$ cat config.mk
export PLATFORM = sky130hd
export DESIGN_NAME = vga_capture
export DESIGN_NICKNAME = d
export VERILOG_FILES = /design/src/rtl/vga_pkg.sv /design/src/rtl/vga_capture_axis_track.sv /design/src/rtl/vga_capture.sv
export SDC_FILE = /design/constraint.sdc
export NUM_CORES = 1
export LEC_CHECK = 0
export BUFFER_PORTS_ARGS = -buffer_cell sky130_fd_sc_hd__buf_2
export CAP_MARGIN = 20
export CORE_ASPECT_RATIO = 2
export CORE_MARGIN = 3
export CORE_UTILIZATION = 55
export DETAILED_ROUTE_END_ITERATION = 7
export PLACE_DENSITY = 0.84
export SYNTH_ARGS = -nofsm -noshare
export SYNTH_HDL_FRONTEND = slang
export SYNTH_SLANG_ARGS = --single-unit
$ cat constraint.sdc
create_clock -name clk -period 4.41 [get_ports clk]
set_input_delay 1.323 -clock clk [delete_from_list [all_inputs] [get_ports clk]]
set_output_delay 1.323 -clock clk [all_outputs]
set_load 0.02 [all_outputs]
$ cat src/rtl/vga_pkg.sv
// Shared definitions for the VGA capture path: default 800x600 mode, capture FSM
// states and helpers that derive line/frame timing from the mode parameters.
package vga_pkg;

    localparam int unsigned DEF_H_VIS_AREA_PXL    = 800;
    localparam int unsigned DEF_H_FRONT_PORCH_PXL = 40;
    localparam int unsigned DEF_H_SYNC_PULSE_PXL  = 128;
    localparam int unsigned DEF_H_BACK_PORCH_PXL  = 88;
    localparam int unsigned DEF_H_NUM_BITS        = 11;
    localparam int unsigned DEF_V_VIS_AREA_PXL    = 600;
    localparam int unsigned DEF_V_FRONT_PORCH_PXL = 1;
    localparam int unsigned DEF_V_SYNC_PULSE_PXL  = 4;
    localparam int unsigned DEF_V_BACK_PORCH_PXL  = 23;
    localparam int unsigned DEF_V_NUM_BITS        = 10;
    localparam int unsigned DEF_CHANNEL_BITS      = 2;
    localparam int unsigned DEF_LOCK_FRAMES       = 2;

    typedef enum logic [1:0] {
        SEARCH  = 2'd0,
        ACQUIRE = 2'd1,
        LOCKED  = 2'd2
    } capture_state_t;

    function automatic int unsigned axis_total(input int unsigned vis, input int unsigned fp,
                                               input int unsigned sync, input int unsigned bp);
        return vis + fp + sync + bp;
    endfunction

    function automatic int unsigned sync_start(input int unsigned vis, input int unsigned fp);
        return vis + fp;
    endfunction

    // True when pos lies in the half-open window [lo, hi).
    function automatic logic in_window(input int unsigned pos, input int unsigned lo,
                                       input int unsigned hi);
        return (pos >= lo) && (pos < hi);
    endfunction

endpackage

$ cat src/rtl/vga_capture_axis_track.sv
// One timing axis: position counter with wrap, load-on-sync-edge, and a compare
// of the sampled sync level against the level the position implies.
module vga_axis_track
    import vga_pkg::*;
#(
    parameter int unsigned W          = DEF_H_NUM_BITS,
    parameter int unsigned TOTAL      = 1056,
    parameter int unsigned SYNC_START = 840,
    parameter int unsigned SYNC_END   = 968
) (
    input  logic         clk,
    input  logic         rst,
    input  logic         step,
    input  logic         load,
    input  logic [W-1:0] load_val,
    input  logic         sync_lvl,
    output logic [W-1:0] pos_c,
    output logic         wrap_c,
    output logic         mismatch_c
);

    logic [W-1:0] pos_q, pos_d;

    // pos_c is the position of the sample currently in stage 1.
    always_comb begin
        pos_c      = load ? load_val : pos_q;
        wrap_c     = step && (32'(pos_c) == TOTAL - 1);
        pos_d      = pos_c;
        if (wrap_c) begin
            pos_d = '0;
        end else if (step) begin
            pos_d = pos_c + W'(1);
        end
        mismatch_c = sync_lvl != !in_window(32'(pos_c), SYNC_START, SYNC_END);
    end

    always_ff @(posedge clk) begin
        if (rst) begin
            pos_q <= '0;
        end else begin
            pos_q <= pos_d;
        end
    end

endmodule

$ cat src/rtl/vga_capture.sv
// VGA receive side: samples syncs and RGB, recovers pixel coordinates, locks to
// the configured mode and emits a registered visible-pixel write stream.
module vga_capture
    import vga_pkg::*;
#(
    parameter int unsigned H_VIS_AREA_PXL    = DEF_H_VIS_AREA_PXL,
    parameter int unsigned H_FRONT_PORCH_PXL = DEF_H_FRONT_PORCH_PXL,
    parameter int unsigned H_SYNC_PULSE_PXL  = DEF_H_SYNC_PULSE_PXL,
    parameter int unsigned H_BACK_PORCH_PXL  = DEF_H_BACK_PORCH_PXL,
    parameter int unsigned H_NUM_BITS        = DEF_H_NUM_BITS,
    parameter int unsigned V_VIS_AREA_PXL    = DEF_V_VIS_AREA_PXL,
    parameter int unsigned V_FRONT_PORCH_PXL = DEF_V_FRONT_PORCH_PXL,
    parameter int unsigned V_SYNC_PULSE_PXL  = DEF_V_SYNC_PULSE_PXL,
    parameter int unsigned V_BACK_PORCH_PXL  = DEF_V_BACK_PORCH_PXL,
    parameter int unsigned V_NUM_BITS        = DEF_V_NUM_BITS,
    parameter int unsigned CHANNEL_BITS      = DEF_CHANNEL_BITS,
    parameter int unsigned LOCK_FRAMES       = DEF_LOCK_FRAMES
) (
    input  logic                      clk,
    input  logic                      rst,
    input  logic                      h_sync,
    input  logic                      v_sync,
    input  logic [3:0]                red,
    input  logic [3:0]                green,
    input  logic [3:0]                blue,
    output logic                      pxl_valid,
    output logic [H_NUM_BITS-1:0]     pxl_x,
    output logic [V_NUM_BITS-1:0]     pxl_y,
    output logic [3*CHANNEL_BITS-1:0] pxl_color,
    output logic                      frame_start,
    output logic                      locked,
    output logic                      sync_err
);

    localparam int unsigned H_TOTAL = axis_total(H_VIS_AREA_PXL, H_FRONT_PORCH_PXL,
                                                 H_SYNC_PULSE_PXL, H_BACK_PORCH_PXL);
    localparam int unsigned V_TOTAL = axis_total(V_VIS_AREA_PXL, V_FRONT_PORCH_PXL,
                                                 V_SYNC_PULSE_PXL, V_BACK_PORCH_PXL);
    localparam int unsigned HS0     = sync_start(H_VIS_AREA_PXL, H_FRONT_PORCH_PXL);
    localparam int unsigned HS1     = HS0 + H_SYNC_PULSE_PXL;
    localparam int unsigned VS0     = sync_start(V_VIS_AREA_PXL, V_FRONT_PORCH_PXL);
    localparam int unsigned VS1     = VS0 + V_SYNC_PULSE_PXL;
    localparam int unsigned CW      = 3 * CHANNEL_BITS;
    localparam int unsigned GW      = $clog2(LOCK_FRAMES + 1);

    logic          s_h_q, s_h_d, s_v_q, s_v_d;
    logic          prev_h_q, prev_h_d, prev_v_q, prev_v_d;
    logic [CW-1:0] s_color_q, s_color_d;

    capture_state_t state_q, state_d;
    logic [GW-1:0]  good_cnt_q, good_cnt_d;

    logic                  pxl_valid_q, pxl_valid_d;
    logic [H_NUM_BITS-1:0] pxl_x_q, pxl_x_d;
    logic [V_NUM_BITS-1:0] pxl_y_q, pxl_y_d;
    logic [CW-1:0]         pxl_color_q, pxl_color_d;
    logic                  frame_start_q, frame_start_d;
    logic                  locked_q, locked_d;
    logic                  sync_err_q, sync_err_d;

    logic                  h_fall_c, v_fall_c, search_c;
    logic                  h_load_c, v_load_c;
    logic [H_NUM_BITS-1:0] h_load_val_c, h_pos_c;
    logic [V_NUM_BITS-1:0] v_pos_c;
    logic                  h_wrap_c, v_wrap_unused_c;
    logic                  h_mis_c, v_mis_c;
    logic                  vsync_start_c, vis_c;
    logic                  unused_pin_bits_c;

    // Only the top CHANNEL_BITS of each channel are kept.
    assign unused_pin_bits_c = ^{red, green, blue};

    // Stage 1 sample plus the previous sync levels for edge detection.
    always_comb begin
        s_h_d     = h_sync;
        s_v_d     = v_sync;
        prev_h_d  = s_h_q;
        prev_v_d  = s_v_q;
        s_color_d = {red[3 -: CHANNEL_BITS], green[3 -: CHANNEL_BITS], blue[3 -: CHANNEL_BITS]};
    end

    assign h_fall_c     = prev_h_q && !s_h_q;
    assign v_fall_c     = prev_v_q && !s_v_q;
    assign search_c     = (state_q == SEARCH);
    assign h_load_c     = search_c && (h_fall_c || v_fall_c);
    assign h_load_val_c = v_fall_c ? '0 : H_NUM_BITS'(HS0);
    assign v_load_c     = search_c && v_fall_c;

    vga_axis_track #(
        .W          (H_NUM_BITS),
        .TOTAL      (H_TOTAL),
        .SYNC_START (HS0),
        .SYNC_END   (HS1)
    ) u_h_track (
        .clk        (clk),
        .rst        (rst),
        .step       (1'b1),
        .load       (h_load_c),
        .load_val   (h_load_val_c),
        .sync_lvl   (s_h_q),
        .pos_c      (h_pos_c),
        .wrap_c     (h_wrap_c),
        .mismatch_c (h_mis_c)
    );

    vga_axis_track #(
        .W          (V_NUM_BITS),
        .TOTAL      (V_TOTAL),
        .SYNC_START (VS0),
        .SYNC_END   (VS1)
    ) u_v_track (
        .clk        (clk),
        .rst        (rst),
        .step       (h_wrap_c),
        .load       (v_load_c),
        .load_val   (V_NUM_BITS'(VS0)),
        .sync_lvl   (s_v_q),
        .pos_c      (v_pos_c),
        .wrap_c     (v_wrap_unused_c),
        .mismatch_c (v_mis_c)
    );

    assign vsync_start_c = (h_pos_c == '0) && (32'(v_pos_c) == VS0);

    // Lock FSM: an error always wins over a lock-completing vsync start.
    always_comb begin
        state_d    = state_q;
        good_cnt_d = good_cnt_q;
        sync_err_d = 1'b0;
        unique case (state_q)
            SEARCH: begin
                if (v_fall_c) begin
                    state_d    = ACQUIRE;
                    good_cnt_d = '0;
                end
            end
            ACQUIRE, LOCKED: begin
                if (h_mis_c || v_mis_c) begin
                    state_d    = SEARCH;
                    sync_err_d = 1'b1;
                end else if ((state_q == ACQUIRE) && vsync_start_c) begin
                    if (32'(good_cnt_q) + 32'd1 == LOCK_FRAMES) begin
                        state_d = LOCKED;
                    end else begin
                        good_cnt_d = good_cnt_q + GW'(1);
                    end
                end
            end
            default: state_d = SEARCH;
        endcase
    end

    // Stage 2: pixel stream, zeroed outside visible locked samples.
    always_comb begin
        vis_c         = (state_q == LOCKED) && (32'(h_pos_c) < H_VIS_AREA_PXL)
                        && (32'(v_pos_c) < V_VIS_AREA_PXL);
        pxl_valid_d   = vis_c;
        pxl_x_d       = vis_c ? h_pos_c : '0;
        pxl_y_d       = vis_c ? v_pos_c : '0;
        pxl_color_d   = vis_c ? s_color_q : '0;
        frame_start_d = vis_c && (h_pos_c == '0) && (v_pos_c == '0);
        locked_d      = (state_d == LOCKED);
    end

    always_ff @(posedge clk) begin
        if (rst) begin
            s_h_q         <= 1'b1;
            s_v_q         <= 1'b1;
            prev_h_q      <= 1'b1;
            prev_v_q      <= 1'b1;
            s_color_q     <= '0;
            state_q       <= SEARCH;
            good_cnt_q    <= '0;
            pxl_valid_q   <= 1'b0;
            pxl_x_q       <= '0;
            pxl_y_q       <= '0;
            pxl_color_q   <= '0;
            frame_start_q <= 1'b0;
            locked_q      <= 1'b0;
            sync_err_q    <= 1'b0;
        end else begin
            s_h_q         <= s_h_d;
            s_v_q         <= s_v_d;
            prev_h_q      <= prev_h_d;
            prev_v_q      <= prev_v_d;
            s_color_q     <= s_color_d;
            state_q       <= state_d;
            good_cnt_q    <= good_cnt_d;
            pxl_valid_q   <= pxl_valid_d;
            pxl_x_q       <= pxl_x_d;
            pxl_y_q       <= pxl_y_d;
            pxl_color_q   <= pxl_color_d;
            frame_start_q <= frame_start_d;
            locked_q      <= locked_d;
            sync_err_q    <= sync_err_d;
        end
    end

    assign pxl_valid   = pxl_valid_q;
    assign pxl_x       = pxl_x_q;
    assign pxl_y       = pxl_y_q;
    assign pxl_color   = pxl_color_q;
    assign frame_start = frame_start_q;
    assign locked      = locked_q;
    assign sync_err    = sync_err_q;

endmodule

==> results of run 1 <==
sequential cells by signal (all words and copies together), names as in the netlist:
register / cells
frame_start: 1
good_cnt_q: 2
locked: 1
prev_h_d: 1
prev_h_q: 1
prev_v_d: 1
prev_v_q: 1
pxl_color: 6
pxl_valid: 1
pxl_x: 11
pxl_y: 10
s_color_q: 6
state_q: 2
sync_err: 1
u_h_track.pos_q: 11
u_v_track.pos_q: 10
area by class of cell:
type | count | share of cell area, %
multi-input combinational | 207 | 41.59
sequential | 66 | 40.82
timing repair buffer | 43 | 6.881
clock buffer | 13 | 4.909
tap | 57 | 2.203
clock inverter | 2 | 1.855
inverter | 15 | 1.739
synth_stat cells, types with 2 or more instances:
library cell / count / share of area [%]
a211oi_1: 2 / 0.54
a21oi_1: 7 / 1.3
a31oi_1: 2 / 0.45
and2_1: 10 / 2.2
and3_1: 5 / 1.1
and3b_1: 2 / 0.63
buf_2: 3 / 0.54
buf_6: 2 / 0.81
clkbuf_1: 8 / 1.1
dfxtp_1: 66 / 47
ha_1: 10 / 4.5
inv_1: 15 / 2.0
mux2_2: 2 / 0.81
nand2_1: 16 / 2.2
nand2b_1: 3 / 0.67
nand3_1: 7 / 1.3
nand4_1: 5 / 1.1
nand4b_1: 2 / 0.63
nor2_1: 48 / 6.5
nor2b_1: 10 / 2.2
nor3_1: 9 / 1.6
nor4_1: 2 / 0.45
o2111ai_1: 3 / 0.94
o21a_1: 4 / 1.1
o21ai_0: 10 / 1.8
or2_2: 5 / 1.1
xnor2_1: 6 / 1.9
xor2_1: 12 / 3.8
stage by stage:
stage | area, µm² | util, % | cells
6_report | 3237 | 65.93 | 403
5_1_grt | 3237 | 65.93 | 403
4_1_cts | 3237 | 65.93 | 403
3_5_place_dp | 3018 | 61.47 | 388
3_3_place_gp | 3018 | 61.47 | 388
2_1_floorplan | 2791 | - | 301
per-layer routing:
layer  GRT usage [%]  share of wire [%]
met3           4.699                5.3
met4           16.47                4.6
met1           17.51                 35
met2           38.02                 55
met5               0                  0
logic make-up (layout without fill, tap and decap cells):
kind of cell | Yosys count | count (layout) | share of synthesized area [%]
other cells | 1 | 1 | 0.1343
mux | 3 | 3 | 1.210
compound gates | 41 | 41 | 10.85
flops | 66 | 66 | 47.33
fa+ha+maj | 10 | 10 | 4.482
xor+xnor | 18 | 18 | 5.648
buf+inv | 28 | 73 | 4.437
simple gates | 134 | 134 | 25.91
worst paths after layout:
check,end,from,slack [ns]
worst max-delay path,locked$_SDFF_PP0_,state_q[1]$_SDFF_PP0_,0.86
worst min-delay path,pxl_color[2]$_SDFF_PP0_,s_color_q[2]$_SDFF_PP0_,0.43
worst max register to register,locked$_SDFF_PP0_,state_q[1]$_SDFF_PP0_,0.86
worst min register to register,pxl_color[2]$_SDFF_PP0_,s_color_q[2]$_SDFF_PP0_,0.43
report_power, final:
group	internal, W	total (W)	switching (W)
sequential	0.000616	0.000634	0.0000180
combinational	0.0000499	0.000119	0.0000687
clock	0.000347	0.000557	0.000210
worst max-delay path, cell delays in order (launching register included):
cell       delay [ns]
dfxtp_1          0.44
inv_1            0.10
ha_1             0.30
and3b_1          0.31
nor2_1           0.19
inv_1            0.11
ha_1             0.21
nand2b_1         0.17
o21ai_0          0.18
nand2_1          0.07
mux2_2           0.30
nor4b_4          0.35
mux2_1           0.37
a2111oi_2        0.33
==> impl_metrics.yaml, run 1 <==
clock_network:
  cts.hold.buffers_added: 0
  clk_path_buf_depth: 2
  clkSinkCount: 66
  cts_tree: "done"
  clkTransAtPathRegs_ns: 0.06
  cts_made_buffers: 9
  ctsResizeCount: 0
  cts-root-buf: "clkbuf_8"
  postCtsSetupBuffers: 0
  cts_max_level: 3
  clock_latency_ns: 0.34
cells_and_area:
  antenna_cells: 0
  final_cell_mix: "dfxtp_1 (66), nor2_1 (48), buf_2 (40)"
  register_area_um2: 1321
  syn_to_final_growth_pct: 15.96
  drive_gt1_share_pct: 20.52
  multi_input_area_um2: 1346
  layout.nets: 368
  layout_commonest_cell: "dfxtp_1"
  fillers: 395
sta:
  slew_violations: 0
  fin_crit_ns: 3.548
  finalCritPeriodShare_pct: 80.45
  worst_slack_ns: 0.8623
  worst_hold_slack_ns: 0.4255
  skew_ns: 0.005131
  rsz0062_at_grt: "no"
  max_freq_mhz: 281.9
  hold_violations: 0
  setup-tns-final_ns: 0
  setup_viol: 0
  worst-slew-pin-transition_ns: 0.6933
  relSlewSlack_pct: 53.29
grt:
  gr-usage-all-layers_pct: 20.34
  grt-ovfl-total: 0
  grt_pass1_wl_um: 9321
  antenna_found_initial: 0
  grt_pass1_vias: 2180
  grt_max_degree: 18
synthesis:
  synthArstFlopShare_pct: 0
  netlist_instances: 301
  yosys_register_bits: 66
  synth_area_um2: 2791
  synth_top_flop_cell: "dfxtp_1"
  yosysWarnings: 0
  synthDistinctLibCells: 53
  synth-edff-count: 0
  yosysSeqAreaShare_pct: 47.33
  syn_nets: 327
  syn_avg_cell_area_um2: 9.274
detailed_routing:
  via_count: 2243
  drc: 0
  via_per_inst: 5.566
  firstDrtPassIters: 4
  wl_per_cell_um: 14.29
  drt_wl_total_um: 5760
  antenna_left: 0
  drtIter0Drc: 104
critical_path:
  critPathKind: "reg2reg"
  crit_path_start_kind: "flip-flop"
  endpoint_kind: "flip-flop"
  required_ns: 4.66
  crit_fanout: 10
  arrival_ns: 3.80
  r2r_cells: 13
placement:
  io_buffers: 40
  pre_cts_ws_ns: 0.8817
  dp_hpwl_um: 4171
  gp_congestion: 0.9316
pwr:
  total_power_w: 0.001309
  p_leak_nw: 1.400
  power_density_nw_per_um2: 404.5
  irDropWorstVdd_uv: 350.7
hold_path:
  holdCritPathClass: "reg2reg"
  whs_path_depth: 1
floorplanning:
  rows: 36
  dieWidth_um: 56.38
  top_level_ports: 47
  initial_core_util_pct: 56.86
  core_um2: 4910
  die_area_um2: 6018
  die_y_um: 106.8
run_status:
  outcome: "finished clean"
run:
  maxCapViolations: 0
Note: power is estimated with default switching activity, not from simulation.
==> inputs of run 2 (changes only) <==
--- a/config.mk
+++ b/config.mk
@@ -5,13 +5,14 @@
 export SDC_FILE = /design/constraint.sdc
 export NUM_CORES = 1
 export LEC_CHECK = 0
+export ABC_AREA = 1
 export BUFFER_PORTS_ARGS = -buffer_cell sky130_fd_sc_hd__buf_2
 export CAP_MARGIN = 20
 export CORE_ASPECT_RATIO = 2
 export CORE_MARGIN = 3
-export CORE_UTILIZATION = 55
+export CORE_UTILIZATION = 56
 export DETAILED_ROUTE_END_ITERATION = 7
-export PLACE_DENSITY = 0.84
+export PLACE_DENSITY = 0.85
 export SYNTH_ARGS = -nofsm -noshare
 export SYNTH_HDL_FRONTEND = slang
 export SYNTH_SLANG_ARGS = --single-unit
==> constraint.sdc (replaced) <==
create_clock -name clk -period 3.45 [get_ports clk]
set_input_delay 1.035 -clock clk [delete_from_list [all_inputs] [get_ports clk]]
set_output_delay 1.035 -clock clk [all_outputs]
set_load 0.02 [all_outputs]
==> run 2 against run 1 <==
Critical endpoint is now u_v_track.pos_q[9]$_SDFF_PP0_. Sequential power up 24%. First-iteration DRC count down 48%. Final cell count rose by 26%. Setup slack got worse by 0.40 ns. Maximum frequency up 19%.
==> impl_metrics.yaml, run 2 <==
run_status:
  outcome: "finished clean"
synthesis:
  synth_area_leaders: "dfxtp_1 (44%), nand2_1 (9.3%), inv_1 (9.2%)"
  synth_commonest_cells: "nand2_1 (75), inv_1 (74), dfxtp_1 (66), nor2_1 (62), nand3_1 (23)"
  syn_nets: 425
  yosysSeqAreaShare_pct: 43.87
  synthDistinctLibCells: 37
  synth_top_flop_cell: "dfxtp_1"
  netlist_instances: 399
  synthArstFlopShare_pct: 0
  synth_top_cell_by_area: "dfxtp_1"
  synth_area_um2: 3012
  yosysWarnings: 0
  syn_avg_cell_area_um2: 7.548
  synth_most_common_cell: "nand2_1"
  synth_top_area_share_pct: 43.87
  yosys_register_bits: 66
  synth-edff-count: 0
sta:
  worst_hold_slack_ns: 0.4134
  setup_viol: 0
  setup-tns-final_ns: 0
  rsz0062_at_grt: "no"
  max_freq_mhz: 334.2
  skew_ns: 0.008698
  hold_violations: 0
  fin_crit_ns: 2.993
  slew_violations: 0
  finalCritPeriodShare_pct: 86.74
cells_and_area:
  syn_to_final_growth_pct: 15.29
  multi_input_area_um2: 1350
  register_area_um2: 1321
  utilization_pct: 66.96
  layout.nets: 470
  layout_commonest_cell: "nand2_1"
  final_cell_mix: "nand2_1 (75), inv_1 (74), dfxtp_1 (66)"
  antenna_cells: 0
  drive_gt1_share_pct: 20.31
  fillers: 463
floorplanning:
  initial_core_util_pct: 58.08
  core_um2: 5185
  die_area_um2: 6347
  die_y_um: 109.7
  dieWidth_um: 57.86
  rows: 37
  top_level_ports: 47
pwr:
  p_sw_share_pct: 23.56
  net-switching-power_w: 0.0004031
  pwr-share-clk_pct: 44.5
  p_leak_nw: 1.711
  intPower_w: 0.001308
  power_frac_comb_pct: 9.4
  total_power_w: 0.001711
  pwr-share-seq_pct: 46.1
  power_density_nw_per_um2: 492.8
  irDropWorstVdd_uv: 361.5
clock_network:
  clkTransAtPathRegs_ns: 0.07
  ctsResizeCount: 0
  cts.hold.buffers_added: 0
  clkSinkCount: 66
  cts_tree: "done"
  postCtsSetupBuffers: 0
  clk_path_buf_depth: 2
  cts-root-buf: "clkbuf_8"
  cts_max_level: 3
  clock_latency_ns: 0.35
  cts_made_buffers: 9
critical_path:
  crit_fanout: 10
  required_ns: 3.68
  critPathKind: "reg2reg"
  arrival_ns: 3.22
  endpoint_kind: "flip-flop"
  crit_path_start_kind: "flip-flop"
grt:
  grt_pass1_vias: 2454
  antenna_found_initial: 0
  grt_max_degree: 28
  grt-ovfl-total: 0
  gr-usage-all-layers_pct: 20.76
  grt_pass1_wl_um: 9915
detailed_routing:
  via_per_inst: 4.968
  drc: 0
  drt_wl_total_um: 5904
  drtIter0Drc: 54
  wl_per_cell_um: 11.67
  antenna_left: 0
  via_count: 2514
  firstDrtPassIters: 4
placement:
  dp_hpwl_um: 4371
  gp_congestion: 0.9223
  io_buffers: 40
run:
  maxCapViolations: 0
hold_path:
  holdCritPathClass: "reg2reg"
==> run 2: logic make-up after synthesis <==
family | synth area share, %
XOR/XNOR | 0.8726
flip-flops | 43.87
adder cells (fa/ha/maj) | 4.155
AND/OR/NAND/NOR | 33.44
other | 0.1245
AO/OA/AOI/OAI | 6.232
buffers and inverters | 11.30
==> run 2: cell type report <==
cell class,instances,share of cell area [%]
clock inverters,5,2.991
flip-flops and latches,66,38.05
inverters,77,8.324
multi-input cells,249,38.88
clock buffers,10,3.676
well taps,58,2.090
repair buffers,41,5.982
==> run 2: critical path, stage by stage, from the launching register on <==
cell and delay, ns:
dfxtp_1 0.40, inv_1 0.10, ha_1 0.31, nand3_4 0.21, nand2_1 0.18, nor2_1 0.24, ha_1 0.23, inv_1 0.09
nor3_4 0.31, nand3_4 0.20, o31a_1 0.42, a21boi_1 0.19
==> run 2: power by group through the flow <==
stage	sequential [W]	clock, W	combinational (W)
after floorplan	0.000805	0	0.000127
after global placement	0.000805	0	0.000154
after detailed placement	0.000806	0	0.000160
after CTS	0.000789	0.000778	0.000161
after global routing	0.000791	0.000803	0.000184
final	0.000789	0.000761	0.000161
==> run 2: worst paths after layout <==
check / from / endpoint / slack (ns) / cells after the start
worst max-delay path: state_q[0]$_SDFF_PP0_ / u_v_track.pos_q[9]$_SDFF_PP0_ / 0.46 / 11
worst min-delay path: s_color_q[3]$_SDFF_PP0_ / pxl_color[3]$_SDFF_PP0_ / 0.41 / 2
worst max register to register: state_q[0]$_SDFF_PP0_ / u_v_track.pos_q[9]$_SDFF_PP0_ / 0.46 / 11
worst min register to register: s_color_q[3]$_SDFF_PP0_ / pxl_color[3]$_SDFF_PP0_ / 0.41 / 2
==> run 2: routing by layer <==
layer | routed length (µm) | global-route usage, % | share of wire [%]
met5 | 0 | 0 | 0
met2 | 3191 | 37.46 | 54
met3 | 254 | 6.580 | 4.3
met1 | 2221 | 19.26 | 38
met4 | 237 | 13.76 | 4.0
==> run 2: through the flow <==
stage / cells / area (µm²) / worst slack (ns)
floorplan: 399 / 3012 / 0.9892
global placement: 491 / 3241 / 0.6290
detailed placement: 491 / 3241 / 0.5026
CTS: 506 / 3472 / 0.4738
global route: 506 / 3472 / 0.2537
finish: 506 / 3472 / 0.4574
==> inputs of run 3 (changes only) <==
--- a/config.mk
+++ b/config.mk
@@ -10,9 +10,9 @@
 export CAP_MARGIN = 20
 export CORE_ASPECT_RATIO = 2
 export CORE_MARGIN = 3
-export CORE_UTILIZATION = 56
+export CORE_UTILIZATION = 60
 export DETAILED_ROUTE_END_ITERATION = 7
-export PLACE_DENSITY = 0.85
+export PLACE_DENSITY = 0.9
 export SYNTH_ARGS = -nofsm -noshare
 export SYNTH_HDL_FRONTEND = slang
 export SYNTH_SLANG_ARGS = --single-unit
==> constraint.sdc (replaced) <==
create_clock -name clk -period 3.65 [get_ports clk]
set_input_delay 1.095 -clock clk [delete_from_list [all_inputs] [get_ports clk]]
set_output_delay 1.095 -clock clk [all_outputs]
set_load 0.1 [all_outputs]
==> run 3 against run 2 <==
Setup slack improved by 0.23 ns. Critical path depth unchanged. Non-clock buffer count unchanged. Design area decreased by 0.90%. Maximum frequency increased by 0.87%. Sequential cell count unchanged. Critical endpoint is now u_h_track.pos_q[9]$_SDFF_PP0_. Global-route usage increased by 3.4 points. Largest power group unchanged. Count of clock-buffer cells in the layout increased by 1. Via count increased by 4.9%. Register-to-register slack improved by 0.23 ns. Clock power decreased by 18%. Utilization increased by 5.8 points.
==> impl_metrics.yaml, run 3 (synthesized netlist as in run 2, its figures left out) <==
placement:
  place_area_um2: 3237
  gp_congestion: 0.8621
  io_buffers: 40
  dp_hpwl_um: 4747
critical_path:
  crit_fanout: 27
  rr_startpoint: "state_q[0]$_SDFF_PP0_"
  critPathKind: "reg2reg"
  startpoint: "state_q[0]$_SDFF_PP0_"
  crit_path_start_kind: "flip-flop"
  endpoint_kind: "flip-flop"
  required_ns: 3.88
  arrival_ns: 3.20
clock_network:
  cts_made_buffers: 9
  cts_max_level: 3
  clkTransAtPathRegs_ns: 0.07
  cts.hold.buffers_added: 0
  postCtsSetupBuffers: 0
  cts-root-buf: "clkbuf_8"
  clock_latency_ns: 0.36
  clk_path_buf_depth: 2
  clkSinkCount: 66
  ctsResizeCount: 0
  cts_tree: "done"
floorplanning:
  initial_core_util_pct: 63.68
  core_um2: 4730
  die_area_um2: 5957
  top_level_ports: 47
  die_y_um: 106.2
  dieWidth_um: 56.10
  rows: 35
grt:
  antenna_found_initial: 0
  global_route.usage.met2_pct: 43.72
  met1_usage_pct: 21.79
  grt-ovfl-total: 0
  gr-usage-all-layers_pct: 24.19
  grt_pass1_vias: 2776
  met3_usage_pct: 5.832
  gr-max-usage-layer: "met2"
  grt_pass1_wl_um: 11340
  grt_max_degree: 28
pwr:
  pwr-share-seq_pct: 48.7
  pwr-share-clk_pct: 40.8
  intPower_w: 0.001135
  power_density_nw_per_um2: 445.2
  p_leak_nw: 1.700
  power_frac_comb_pct: 10.5
  total_power_w: 0.001532
  irDropWorstVdd_uv: 414.7
  p_sw_share_pct: 25.93
  net-switching-power_w: 0.0003973
hold_path:
  hold_start: "s_color_q[4]$_SDFF_PP0_"
  holdCritPathClass: "reg2reg"
sta:
  hold_violations: 0
  setup_viol: 0
  setup-tns-final_ns: 0
  fin_crit_ns: 2.967
  skew_ns: 0.007644
  worst_hold_slack_ns: 0.4016
  finalCritPeriodShare_pct: 81.28
  slew_violations: 0
  rsz0062_at_grt: "no"
  max_freq_mhz: 337.1
cells_and_area:
  register_area_um2: 1321
  fillers: 374
  layout_commonest_cell: "nand2_1"
  final_area_um2: 3441
  multi_input_area_um2: 1350
  layout.nets: 470
  drive_gt1_share_pct: 20.71
  final_cell_mix: "nand2_1 (75), inv_1 (74), dfxtp_1 (66)"
  antenna_cells: 0
  syn_to_final_growth_pct: 14.25
detailed_routing:
  wl_per_cell_um: 13.11
  drtIter0Drc: 106
  via_per_inst: 5.230
  drt_wl_total_um: 6609
  antenna_left: 0
  via_count: 2636
  drc: 0
  firstDrtPassIters: 6
run_status:
  outcome: "finished clean"
run:
  maxCapViolations: 0
run 3: changes by cell type in the layout (fill, tap and decap cells not counted), sizes merged:
cell and change:
clkinv +1, bufinv -2, clkinvlp +1, clkbuf +1
run 3: worst max-delay path, cell delays in order, from the launching register on:
cell and delay (ns):
dfxtp_1 0.38, inv_1 0.10, ha_1 0.32, nand3_4 0.12
buf_4 0.35, nand3_1 0.30, nor3_1 0.45, nand2_1 0.16
nor3_1 0.34, inv_1 0.10, o21ai_0 0.16, a21oi_1 0.08
run 3: layer usage:
metal / up-vias / part of all wire [%]
met2: 94 / 57
li1: 1304 / -
met1: 1209 / 35
met4: 0 / 4.0
met5: - / 0
met3: 29 / 4.5
run 3: cell type report:
class | count | area share, %
clock buffer | 11 | 4.400
tap | 55 | 2.000
inverter | 77 | 8.400
clock inverter | 5 | 1.527
multi-input combinational | 249 | 39.24
timing repair buffer | 41 | 6.036
sequential | 66 | 38.40
run 3: worst paths after layout:
| path | end | depth (start not counted) | slack, ns |
|---|---|---|---|
| max | u_h_track.pos_q[9]$_SDFF_PP0_ | 11 | 0.68 |
| min | pxl_color[4]$_SDFF_PP0_ | 2 | 0.40 |
| max reg2reg | u_h_track.pos_q[9]$_SDFF_PP0_ | 11 | 0.68 |
| min reg2reg | pxl_color[4]$_SDFF_PP0_ | 2 | 0.40 |
run 3: power groups by stage:
stage	registers (W)	logic, W	clock network [W]
global placement	0.000761	0.000151	0
finish	0.000746	0.000161	0.000625
detailed placement	0.000762	0.000157	0
global route	0.000747	0.000181	0.000663
floorplan	0.000766	0.000120	0
CTS	0.000745	0.000160	0.000637
run 3: stage by stage:
step | utilization (%) | worst slack, ns | cells
floorplan | - | 1.189 | 399
global placement | 68.44 | 0.8033 | 488
detailed placement | 68.44 | 0.7537 | 488
CTS | 72.75 | 0.7122 | 504
global route | 72.75 | 0.3942 | 504
finish | 72.75 | 0.6832 | 504
